===== src/rtl/vec_result_writeback_if.sv =====
// Bus interfaces for vec_result_writeback.
//   vwb_in_if  : result-pair handshake from the vector ALU.
//                master = producer (drives in_valid/in_lo/in_hi/in_wr_hi/in_base),
//                slave  = writeback block (drives in_ready).
//   vwb_mem_if : beat-wide write port toward vector storage.
//                master = writeback block (drives mem_we/mem_addr/mem_wdata),
//                slave  = storage (drives mem_ready).

interface vwb_in_if #(
  parameter int unsigned LANES  = 16,
  parameter int unsigned LANE_W = 32,
  parameter int unsigned ADDR_W = 10
);
  logic                    in_valid;
  logic                    in_ready;
  logic [LANES*LANE_W-1:0] in_lo;
  logic [LANES*LANE_W-1:0] in_hi;
  logic                    in_wr_hi;
  logic [ADDR_W-1:0]       in_base;

  modport master (output in_valid, in_lo, in_hi, in_wr_hi, in_base, input in_ready);
  modport slave  (input in_valid, in_lo, in_hi, in_wr_hi, in_base, output in_ready);
endinterface

interface vwb_mem_if #(
  parameter int unsigned BEAT_LANES = 4,
  parameter int unsigned LANE_W     = 32,
  parameter int unsigned ADDR_W     = 10
);
  logic                         mem_we;
  logic                         mem_ready;
  logic [ADDR_W-1:0]            mem_addr;
  logic [BEAT_LANES*LANE_W-1:0] mem_wdata;

  modport master (output mem_we, mem_addr, mem_wdata, input mem_ready);
  modport slave  (input mem_we, mem_addr, mem_wdata, output mem_ready);
endinterface


===== src/rtl/vec_result_writeback.sv =====
// vec_result_writeback: captures one 16-lane result pair (lo/hi halves) and
// serializes it into beat-wide writes toward vector storage with backpressure.
// Ports:
//   clk, rst   : clock and synchronous active-high reset
//   in_port    : vwb_in_if.slave  - result pair handshake (in_ready only in IDLE)
//   mem_port   : vwb_mem_if.master - write beats; held stable while mem_ready=0
//   done       : one-cycle pulse in the first IDLE cycle after the final beat
//   ovf_mask   : per-lane "64-bit result does not fit in LANE_W signed bits"
// Optional feature macro: VWB_OVF_FLAG_EN (ovf_mask tied to 0 when undefined).

module vec_result_writeback #(
  parameter int unsigned LANES      = 16,
  parameter int unsigned LANE_W     = 32,
  parameter int unsigned BEAT_LANES = 4,
  parameter int unsigned ADDR_W     = 10
) (
  input  logic             clk,
  input  logic             rst,
  vwb_in_if.slave          in_port,
  vwb_mem_if.master        mem_port,
  output logic             done,
  output logic [LANES-1:0] ovf_mask
);

  localparam int unsigned NB     = LANES / BEAT_LANES;
  localparam int unsigned VEC_W  = LANES * LANE_W;
  localparam int unsigned BEAT_W = BEAT_LANES * LANE_W;
  localparam int unsigned KW     = (NB > 1) ? $clog2(NB) : 1;

  localparam logic [1:0] IDLE  = 2'd0;
  localparam logic [1:0] WR_LO = 2'd1;
  localparam logic [1:0] WR_HI = 2'd2;

  logic [1:0]        state_q, state_d;
  logic [KW-1:0]     k_q, k_d;
  logic              wr_hi_q, wr_hi_d;
  logic [ADDR_W-1:0] base_q, base_d;
  logic [VEC_W-1:0]  lo_q, lo_d;
  logic [VEC_W-1:0]  hi_q, hi_d;
  logic              in_ready_q, in_ready_d;
  logic              mem_we_q, mem_we_d;
  logic [ADDR_W-1:0] mem_addr_q, mem_addr_d;
  logic [BEAT_W-1:0] mem_wdata_q, mem_wdata_d;
  logic              done_q, done_d;
  logic              accept_c;
  logic              last_c;
  logic              beat_ok_c;
`ifdef VWB_OVF_FLAG_EN
  logic [LANES-1:0]  ovf_q, ovf_d;
`endif

  // Next-state and next-output logic; outputs are computed from the next
  // state so every port is driven straight from a flop.
  always_comb begin
    state_d     = state_q;
    k_d         = k_q;
    wr_hi_d     = wr_hi_q;
    base_d      = base_q;
    lo_d        = lo_q;
    hi_d        = hi_q;
    done_d      = 1'b0;
    mem_addr_d  = mem_addr_q;
    mem_wdata_d = mem_wdata_q;
    accept_c    = 1'b0;
    last_c      = (k_q == KW'(NB - 1));
    beat_ok_c   = mem_we_q & mem_port.mem_ready;
`ifdef VWB_OVF_FLAG_EN
    ovf_d       = ovf_q;
`endif

    case (state_q)
      IDLE: begin
        if (in_port.in_valid && in_ready_q) begin
          accept_c = 1'b1;
          state_d  = WR_LO;
          k_d      = '0;
        end
      end
      WR_LO: begin
        if (beat_ok_c) begin
          if (last_c) begin
            k_d = '0;
            if (wr_hi_q) begin
              state_d = WR_HI;
            end else begin
              state_d = IDLE;
              done_d  = 1'b1;
            end
          end else begin
            k_d = k_q + 1'b1;
          end
        end
      end
      WR_HI: begin
        if (beat_ok_c) begin
          if (last_c) begin
            k_d     = '0;
            state_d = IDLE;
            done_d  = 1'b1;
          end else begin
            k_d = k_q + 1'b1;
          end
        end
      end
      default: begin
        state_d = IDLE;
        k_d     = '0;
      end
    endcase

    // Capture the whole request at accept; later input changes are ignored.
    if (accept_c) begin
      wr_hi_d = in_port.in_wr_hi;
      base_d  = in_port.in_base;
      lo_d    = in_port.in_lo;
      hi_d    = in_port.in_hi;
`ifdef VWB_OVF_FLAG_EN
      // Lane overflows when hi is not the sign extension of lo.
      for (int i = 0; i < int'(LANES); i++) begin
        ovf_d[i] = (in_port.in_hi[LANE_W*i +: LANE_W] !=
                    {LANE_W{in_port.in_lo[LANE_W*i + LANE_W - 1]}});
      end
`endif
    end

    // Present the beat for the next cycle; hi beats sit NB above the lo beats.
    if (state_d == WR_LO) begin
      mem_addr_d  = base_d + ADDR_W'(k_d);
      mem_wdata_d = lo_d[BEAT_W*k_d +: BEAT_W];
    end else if (state_d == WR_HI) begin
      mem_addr_d  = base_d + ADDR_W'(NB) + ADDR_W'(k_d);
      mem_wdata_d = hi_d[BEAT_W*k_d +: BEAT_W];
    end

    mem_we_d   = (state_d != IDLE);
    in_ready_d = (state_d == IDLE);
  end

  // State and output registers.
  always_ff @(posedge clk) begin
    if (rst) begin
      state_q     <= IDLE;
      k_q         <= '0;
      wr_hi_q     <= 1'b0;
      base_q      <= '0;
      lo_q        <= '0;
      hi_q        <= '0;
      in_ready_q  <= 1'b1;
      mem_we_q    <= 1'b0;
      mem_addr_q  <= '0;
      mem_wdata_q <= '0;
      done_q      <= 1'b0;
`ifdef VWB_OVF_FLAG_EN
      ovf_q       <= '0;
`endif
    end else begin
      state_q     <= state_d;
      k_q         <= k_d;
      wr_hi_q     <= wr_hi_d;
      base_q      <= base_d;
      lo_q        <= lo_d;
      hi_q        <= hi_d;
      in_ready_q  <= in_ready_d;
      mem_we_q    <= mem_we_d;
      mem_addr_q  <= mem_addr_d;
      mem_wdata_q <= mem_wdata_d;
      done_q      <= done_d;
`ifdef VWB_OVF_FLAG_EN
      ovf_q       <= ovf_d;
`endif
    end
  end

  assign in_port.in_ready   = in_ready_q;
  assign mem_port.mem_we    = mem_we_q;
  assign mem_port.mem_addr  = mem_addr_q;
  assign mem_port.mem_wdata = mem_wdata_q;
  assign done               = done_q;
`ifdef VWB_OVF_FLAG_EN
  assign ovf_mask           = ovf_q;
`else
  assign ovf_mask           = '0;
`endif

endmodule

===== src/flat_wrapper.sv =====
// flat-port wrapper written by rule: the top's interface ports become plain ports
module vec_result_writeback_flat 
#(
  parameter int unsigned LANES      = 16,
  parameter int unsigned LANE_W     = 32,
  parameter int unsigned BEAT_LANES = 4,
  parameter int unsigned ADDR_W     = 10
)
  (clk, rst, done, ovf_mask, in_port_in_valid, in_port_in_lo, in_port_in_hi, in_port_in_wr_hi, in_port_in_base, in_port_in_ready, mem_port_mem_we, mem_port_mem_addr, mem_port_mem_wdata, mem_port_mem_ready);
  vwb_in_if #(.LANES(LANES), .LANE_W(LANE_W), .ADDR_W(ADDR_W)) in_port_i ();
  vwb_mem_if #(.BEAT_LANES(BEAT_LANES), .LANE_W(LANE_W), .ADDR_W(ADDR_W)) mem_port_i ();
  input  logic clk;
  input  logic rst;
  output logic done;
  output logic [LANES-1:0] ovf_mask;
  input wire logic [$bits(in_port_i.in_valid)-1:0] in_port_in_valid;
  input wire logic [$bits(in_port_i.in_lo)-1:0] in_port_in_lo;
  input wire logic [$bits(in_port_i.in_hi)-1:0] in_port_in_hi;
  input wire logic [$bits(in_port_i.in_wr_hi)-1:0] in_port_in_wr_hi;
  input wire logic [$bits(in_port_i.in_base)-1:0] in_port_in_base;
  output wire logic [$bits(in_port_i.in_ready)-1:0] in_port_in_ready;
  output wire logic [$bits(mem_port_i.mem_we)-1:0] mem_port_mem_we;
  output wire logic [$bits(mem_port_i.mem_addr)-1:0] mem_port_mem_addr;
  output wire logic [$bits(mem_port_i.mem_wdata)-1:0] mem_port_mem_wdata;
  input wire logic [$bits(mem_port_i.mem_ready)-1:0] mem_port_mem_ready;
  assign in_port_i.in_valid = in_port_in_valid;
  assign in_port_i.in_lo = in_port_in_lo;
  assign in_port_i.in_hi = in_port_in_hi;
  assign in_port_i.in_wr_hi = in_port_in_wr_hi;
  assign in_port_i.in_base = in_port_in_base;
  assign in_port_in_ready = in_port_i.in_ready;
  assign mem_port_mem_we = mem_port_i.mem_we;
  assign mem_port_mem_addr = mem_port_i.mem_addr;
  assign mem_port_mem_wdata = mem_port_i.mem_wdata;
  assign mem_port_i.mem_ready = mem_port_mem_ready;
  vec_result_writeback #(.LANES(LANES), .LANE_W(LANE_W), .BEAT_LANES(BEAT_LANES), .ADDR_W(ADDR_W)) u_core (.clk(clk), .rst(rst), .in_port(in_port_i), .mem_port(mem_port_i), .done(done), .ovf_mask(ovf_mask));
endmodule

===== config.mk =====
export PLATFORM = sky130hd
export DESIGN_NAME = vec_result_writeback_flat
export DESIGN_NICKNAME = d
export VERILOG_FILES = /design/src/rtl/vec_result_writeback_if.sv /design/src/rtl/vec_result_writeback.sv /design/src/flat_wrapper.sv
export SDC_FILE = /design/constraint.sdc
export NUM_CORES = 2
export LEC_CHECK = 0
export ABC_AREA = 1
export CAP_MARGIN = 20
export CORE_AREA = 8 8 461 463
export CTS_BUF_LIST = sky130_fd_sc_hd__clkbuf_8
export CTS_CLUSTER_DIAMETER = 120
export DETAILED_ROUTE_END_ITERATION = 10
export DIE_AREA = 0 0 469 471
export GPL_ROUTABILITY_DRIVEN = 0
export GPL_TIMING_DRIVEN = 0
export PLACE_DENSITY = 0.54
export RECOVER_POWER = 50
export SYNTH_ARGS = -nofsm -noshare
export SYNTH_HDL_FRONTEND = slang
export SYNTH_SLANG_ARGS = --single-unit

===== constraint.sdc =====
create_clock -name clk -period 6.7 [get_ports clk]
set_input_delay 1.005 -clock clk [delete_from_list [all_inputs] [get_ports clk]]
set_output_delay 1.005 -clock clk [all_outputs]
set_load 0.02 [all_outputs]

# Word level (Yosys, flattened, before mapping)

Index checks and enable logic that the tools add are counted.

Register bits: 1180
Latch bits: 0
RAM bits: 0
ROM bits: 0
Bits of input ports: 1039
Output and inout bits: 157
Word-level logic and storage cells: 55
Memories kept: 0

Add/subtract/negate cells: 4
Multipliers: 0
Div/mod/pow operators: 0
Order comparisons: 0
Equality and inequality tests: 5
Shift operators: 2
Mux-type cells: 26
Bitwise operators: 1
Reduce and logical (&&, ||, !) cells: 6

Operators with widths:

| cell                                                             | count |
|---|---|
| 512-bit two-way mux                                              | 2 |
| 512-bit by 10-bit variable part select with 128-bit output       | 2 |
| 128-bit two-way mux                                              | 2 |
| 10-bit two-way mux                                               | 3 |
| 10-bit by 2-bit adder with 10-bit output                         | 2 |
| 2-bit two-way mux                                                | 9 |
| 10-bit by 3-bit adder with 10-bit output (second input constant) | 1 |
| 1-bit two-way mux                                                | 7 |
| 2-bit == test (second input constant)                            | 3 |
| 2-bit case mux with 3 select lines                               | 1 |
| 2-bit by 1-bit == test with 1-bit output (second input constant) | 2 |
| 2-bit zero test                                                  | 2 |
| 2-bit case mux with 2 select lines                               | 1 |
| 2-bit nonzero test                                               | 2 |
| 2-bit by 1-bit adder with 2-bit output (second input constant)   | 1 |
| 1-bit case mux with 2 select lines                               | 1 |
| 2-bit OR reduction                                               | 1 |
| 1-bit AND                                                        | 1 |
| 1-bit logical AND                                                | 1 |

# Logic depth before layout (Yosys ltp)

Word-level depth: 8
Gate-level depth with buffers: 21
Gate-level depth less buffers: 18

# Worst setup path before layout

OpenSTA, ideal clock, no wires.

Path kind: input to register
Start point: input in_port_in_valid
End point: register u_core.mem_addr_q[8] (netlist: u_core.mem_port.mem_addr[8])
Setup time: 0.109 ns
Data arrival time: 3.217 ns
Data required time: 6.591 ns
Path slack: 3.374 ns
Stages: 18
Path buffers: 3
Cells stage by stage: nand3_2 -> buf_6 -> buf_6 -> buf_2 -> inv_1 -> or2_2 -> inv_1 -> a21oi_1 -> ha_1 -> fa_1 -> inv_1 -> nand3_1 -> nand2_1 -> a21oi_1 -> nand3_1 -> nand3_1 -> nand2_1 -> inv_1

Longest elaborated chain between the ends: 8
Elaborated cells on any way between the ends: 16
Those cells by class: 3 x add/sub; 2 x eq/ne; 9 x mux; 2 x reduce/logical

RTL lines:

| what                                     | RTL line                    | RTL |
|---|---|---|
| start, declared                          | flat_wrapper.sv:16          | `input wire logic [$bits(in_port_i.in_valid)-1:0] in_port_in_valid;` |
| 1-bit logical AND (*)                    | vec_result_writeback.sv:73  | `if (in_port.in_valid && in_ready_q) begin` |
| 1-bit two-way mux (*)                    | vec_result_writeback.sv:73  |  |
| 1-bit two-way mux (*)                    | vec_result_writeback.sv:71  | `case (state_q)` |
| 10-bit two-way mux (*)                   | vec_result_writeback.sv:112 | `if (accept_c) begin` |
| named net u_core.base_d[0]               | vec_result_writeback.sv:37  | `logic [ADDR_W-1:0] base_q, base_d;` |
| 10-bit by 3-bit adder with 10-bit output | vec_result_writeback.sv:131 | `mem_addr_d = base_d + ADDR_W'(NB) + ADDR_W'(k_d);` |
| 10-bit by 2-bit adder with 10-bit output | vec_result_writeback.sv:131 |  |
| 10-bit two-way mux                       | vec_result_writeback.sv:130 | `end else if (state_d == WR_HI) begin` |
| 10-bit two-way mux (*)                   | vec_result_writeback.sv:127 | `if (state_d == WR_LO) begin` |
| end signal, assigned                     | vec_result_writeback.sv:165 | `mem_addr_q <= mem_addr_d;` |
| end, declared                            | vec_result_writeback.sv:42  | `logic [ADDR_W-1:0] mem_addr_q, mem_addr_d;` |

Mark *: on every way through the listed nets, which the timed path passes. The rest lies on a longest branch. The select of a mux whose other input is x is not followed.
A chain may end at the register's enable or synchronous reset.

# Worst setup path after layout

Start point: register u_core.state_q[0]
End point: register u_core.hi_q[252]

Longest elaborated chain between the ends: 3

RTL lines:

| what                   | RTL line                    | RTL |
|---|---|---|
| start, declared        | vec_result_writeback.sv:34  | `logic [1:0] state_q, state_d;` |
| start signal, assigned | vec_result_writeback.sv:157 | `state_q <= state_d;` |
| 2-bit zero test        | vec_result_writeback.sv:71  |  |
| 1-bit two-way mux      | vec_result_writeback.sv:71  |  |
| 512-bit two-way mux    | vec_result_writeback.sv:112 |  |
| end signal, assigned   | vec_result_writeback.sv:162 | `hi_q <= hi_d;` |
| end, declared          | vec_result_writeback.sv:39  | `logic [VEC_W-1:0] hi_q, hi_d;` |

No other way between the ends.

==> run_summary.xml <==
<?xml version="1.0" encoding="UTF-8"?>
<metrics>
  <group name="run_status">
    <metric name="status" unit="">finished with violations</metric>
    <metric name="failed_checks" unit="">max-capacitance violations, max-slew violations</metric>
  </group>
  <group name="timing">
    <metric name="clock.fmax" unit="MHz">183</metric>
    <metric name="skew" unit="ns">0.0541</metric>
    <metric name="max-slew-margin-rel" unit="%">-64.6</metric>
    <metric name="worst-slew-pin-transition" unit="ns">2.47</metric>
    <metric name="finalCriticalPeriod" unit="ns">5.47</metric>
    <metric name="setup_viol" unit="">0</metric>
    <metric name="grt_setup_unrepaired" unit="">false</metric>
    <metric name="timing_max_transition_violations_final" unit="">149</metric>
    <metric name="finalCritPeriodShare" unit="%">81.7</metric>
    <metric name="final_hold_viol_count" unit="">0</metric>
  </group>
  <group name="yosys">
    <metric name="share_of_the_synthesized_area_in_the_top_cell_type" unit="%">41.1</metric>
    <metric name="post_synth_inst_count" unit="">8703</metric>
    <metric name="yosysUniqueCellTypes" unit="">30</metric>
    <metric name="ys_ff_latch" unit="">1180</metric>
    <metric name="netlist_area" unit="um2">57500</metric>
    <metric name="netlist_top_cells_area" unit="">sky130_fd_sc_hd__dfxtp_1 41%, sky130_fd_sc_hd__nand2_1 14%, sky130_fd_sc_hd__o21ai_0 10%, sky130_fd_sc_hd__o211ai_1 10%, sky130_fd_sc_hd__inv_1 6.9%</metric>
    <metric name="synthesis.yosys.warnings" unit="">0</metric>
    <metric name="yosys.area.top_type" unit="">sky130_fd_sc_hd__dfxtp_1</metric>
    <metric name="synth_sequential_area_ratio" unit="%">41.1</metric>
    <metric name="post_synth.cell_area_avg" unit="um2">6.61</metric>
  </group>
  <group name="setup_path">
    <metric name="timing.critical_path.mode_cell" unit="">sky130_fd_sc_hd__clkbuf_1</metric>
    <metric name="worst_path_max_delay_cell" unit="">sky130_fd_sc_hd__clkbuf_1</metric>
    <metric name="crit_path_max_incr_delay" unit="ns">1.68</metric>
    <metric name="worstSetupEndpointType" unit="">flip-flop</metric>
    <metric name="critPathArrivalTime" unit="ns">6.39</metric>
    <metric name="crit_type" unit="">reg -&gt; reg</metric>
    <metric name="crit_path_start_kind" unit="">flip-flop</metric>
    <metric name="path_max_fanout" unit="">10</metric>
    <metric name="critPathRequiredTime" unit="ns">7.62</metric>
    <metric name="regToRegSetupSlack" unit="ns">1.23</metric>
    <metric name="crit_path_cell_trace" unit="">inv_1, ha_1, nand3_1, clkbuf_1, clkbuf_1, clkbuf_1, clkbuf_1, clkbuf_1, o21ai_0, nor2_1</metric>
    <metric name="timing.reg2reg.worst_path_depth" unit="">10</metric>
  </group>
  <group name="pwr">
    <metric name="pwr_density_cell" unit="nW/um2">312</metric>
    <metric name="cell_leakage_power" unit="nW">34.8</metric>
    <metric name="power.total" unit="mW">24.3</metric>
    <metric name="vdd.ir_drop.worst" unit="mV">0.186</metric>
  </group>
  <group name="global_route">
    <metric name="globalRoute.totalOverflow" unit="">0</metric>
    <metric name="pin_count_of_the_biggest_net_entering_global_routing" unit="">17</metric>
    <metric name="grt_antenna_before_repair" unit="">217</metric>
    <metric name="global_route.usage.total" unit="%">30.7</metric>
    <metric name="first_pass_grt_wire_length" unit="mm">483</metric>
    <metric name="first_global_vias" unit="">63600</metric>
  </group>
  <group name="placed_design">
    <metric name="placed_area" unit="um2">73300</metric>
    <metric name="portBuffers" unit="">1178</metric>
    <metric name="dp_hpwl" unit="mm">286</metric>
  </group>
  <group name="routing">
    <metric name="detail_route.wl_per_cell" unit="um">27.3</metric>
    <metric name="wl" unit="mm">359</metric>
    <metric name="drc_errors" unit="">0</metric>
    <metric name="vias" unit="">67700</metric>
    <metric name="drt_iter0_markers" unit="">6624</metric>
    <metric name="detail-route-antenna-nets" unit="">0</metric>
    <metric name="viasPerCell" unit="">5.15</metric>
    <metric name="drtPass1Iterations" unit="">6</metric>
  </group>
  <group name="clock_network">
    <metric name="cts_made_buffers" unit="">219</metric>
    <metric name="cts_root_buf" unit="">sky130_fd_sc_hd__clkbuf_8</metric>
    <metric name="cts_tree" unit="">built</metric>
    <metric name="clkLatencyLatePin" unit="ns">1.00</metric>
    <metric name="postCtsSetupRepairBufs" unit="">0</metric>
    <metric name="ctsHoldBuffers" unit="">0</metric>
    <metric name="cts_sinks" unit="">1180</metric>
    <metric name="maximum_level_of_the_cts_h_tree" unit="">4</metric>
    <metric name="cts_max_path_buffers" unit="">3</metric>
    <metric name="clk_pin_slew" unit="ns">0.06</metric>
    <metric name="ctsResizeCount" unit="">0</metric>
  </group>
  <group name="hold_path">
    <metric name="worst_hold_path.num_cells" unit="">1</metric>
    <metric name="hold_class" unit="">reg -&gt; reg</metric>
  </group>
  <group name="run">
    <metric name="max_cap_violations" unit="">13</metric>
  </group>
  <group name="finish">
    <metric name="finish.utilization" unit="%">37.9</metric>
    <metric name="post_route_cells_drive_above_1_share" unit="%">5.47</metric>
    <metric name="most_frequent_standard_cell_in_the_layout_excluding_fill_and_tap_cells" unit="">sky130_fd_sc_hd__nand2_1</metric>
    <metric name="final_net_count" unit="">11200</metric>
    <metric name="area_growth" unit="%">35.3</metric>
    <metric name="layout.cell_area.non_filler" unit="um2">77900</metric>
    <metric name="most_frequent_cells_in_the_layout" unit="">2215 x sky130_fd_sc_hd__nand2_1, 1180 x sky130_fd_sc_hd__dfxtp_1, 1166 x sky130_fd_sc_hd__o21ai_0</metric>
  </group>
  <group name="floorplanning">
    <metric name="die_y" unit="um">471</metric>
    <metric name="die_w" unit="um">469</metric>
    <metric name="core_area" unit="um2">206000</metric>
    <metric name="design.die.area" unit="um2">221000</metric>
    <metric name="i_o_pin_cnt" unit="">1196</metric>
    <metric name="placementRows" unit="">167</metric>
    <metric name="start_util" unit="%">28.0</metric>
  </group>
</metrics>
## metrics by stage
step / setup slack (ns) / hold WS (ns) / setup TNS [ns] / std cells
floorplan: 3.37 / 0.434 / 0 / 8718
global placement: -0.0466 / 0.480 / -0.799 / 12600
detailed placement: 1.17 / 0.487 / 0 / 12600
CTS: 1.96 / 0.506 / 0 / 13000
global route: 1.03 / 0.523 / 0 / 13100
finish: 1.23 / 0.512 / 0 / 13100
## cells by family after synthesis
| kind of cell | count (synthesis) | share of synthesized area (%) |
|---|---|---|
| multiplexers | 1 | 0.0174 |
| AND/OR/NAND/NOR | 3673 | 24.9 |
| adder cells (fa/ha/maj) | 10 | 0.231 |
| other | 1 | 0.00652 |
| flip-flops | 1180 | 41.1 |
| AO/OA/AOI/OAI | 2085 | 21.5 |
| buffers and inverters | 1750 | 12.2 |
| XOR/XNOR | 3 | 0.0457 |
## worst max-delay path: cells and delay by family, from the launching register on
kind | cells | cell delay, ns
buffers and inverters | 6 | 4.16
AND/OR/NAND/NOR | 2 | 0.39
flip-flops | 1 | 0.36
adder cells (fa/ha/maj) | 1 | 0.28
AO/OA/AOI/OAI | 1 | 0.21
## synthesized netlist by cell type
library cell,count
sky130_fd_sc_hd__buf_6,21
sky130_fd_sc_hd__clkinv_1,1
sky130_fd_sc_hd__o21ai_2,3
sky130_fd_sc_hd__nor2_1,1056
sky130_fd_sc_hd__inv_2,3
sky130_fd_sc_hd__xor2_1,3
sky130_fd_sc_hd__buf_4,20
sky130_fd_sc_hd__buf_2,192
sky130_fd_sc_hd__o211ai_1,769
sky130_fd_sc_hd__a211oi_1,3
sky130_fd_sc_hd__nand3_2,1
sky130_fd_sc_hd__clkbuf_1,435
sky130_fd_sc_hd__ha_1,9
sky130_fd_sc_hd__o21ai_1,16
sky130_fd_sc_hd__inv_1,1059
sky130_fd_sc_hd__o21ai_0,1154
sky130_fd_sc_hd__a21oi_1,139
sky130_fd_sc_hd__nor3_1,1
sky130_fd_sc_hd__a21o_1,1
sky130_fd_sc_hd__nand2_1,2215
sky130_fd_sc_hd__nand3_1,392
sky130_fd_sc_hd__conb_1,1
sky130_fd_sc_hd__nand4_1,3
sky130_fd_sc_hd__buf_1,19
sky130_fd_sc_hd__mux2i_1,1
sky130_fd_sc_hd__nand2_2,1
sky130_fd_sc_hd__nor2_2,1
sky130_fd_sc_hd__dfxtp_1,1180
sky130_fd_sc_hd__or2_2,3
sky130_fd_sc_hd__fa_1,1
## final cells by class
cell class,count,area [um2]
Antenna cell,129,323
Buffer,687,2950
Clock buffer,278,3830
Clock inverter,112,536
Fill cell,22200,128000
Inverter,1063,3990
Multi-Input combinational cell,5788,26900
Sequential cell,1180,23600
Tap cell,2704,3380
Timing Repair Buffer,1203,12300
## path summary, 6_finish.rpt
check	startpoint	end
worst max-delay path	u_core.state_q[0]	u_core.hi_q[252]
worst min-delay path	u_core.wr_hi_q	u_core.done
worst max register to register	u_core.state_q[0]	u_core.hi_q[252]
worst min register to register	u_core.wr_hi_q	u_core.done
## state kept, by name, indices dropped and copies added, names as in the netlist
| name | cells |
|---|---|
| u_core.lo_q | 512 |
| u_core.k_q | 2 |
| u_core.state_q | 2 |
| u_core.mem_port.mem_addr | 10 |
| u_core.mem_port.mem_wdata | 128 |
| u_core.base_q | 10 |
| u_core.in_port.in_ready | 1 |
| u_core.wr_hi_q | 1 |
| u_core.done | 1 |
| u_core.hi_q | 512 |
| u_core.mem_port.mem_we | 1 |
## metal layers
layer	global-route usage [%]	wire length, um	up-vias
met1	35.1	135000	31900
met3	10.9	39300	892
met5	0	732	-
met2	48.7	159000	3649
met4	18.9	24700	116
li1	-	-	31100
## where the power goes
| group | switching (mW) | internal, mW |
|---|---|---|
| Clock | 3.38 | 3.74 |
| Combinational | 5.96 | 2.84 |
| Sequential | 0.356 | 8.01 |
| Total | 9.69 | 14.6 |
Note: power is estimated with default switching activity, not from simulation.
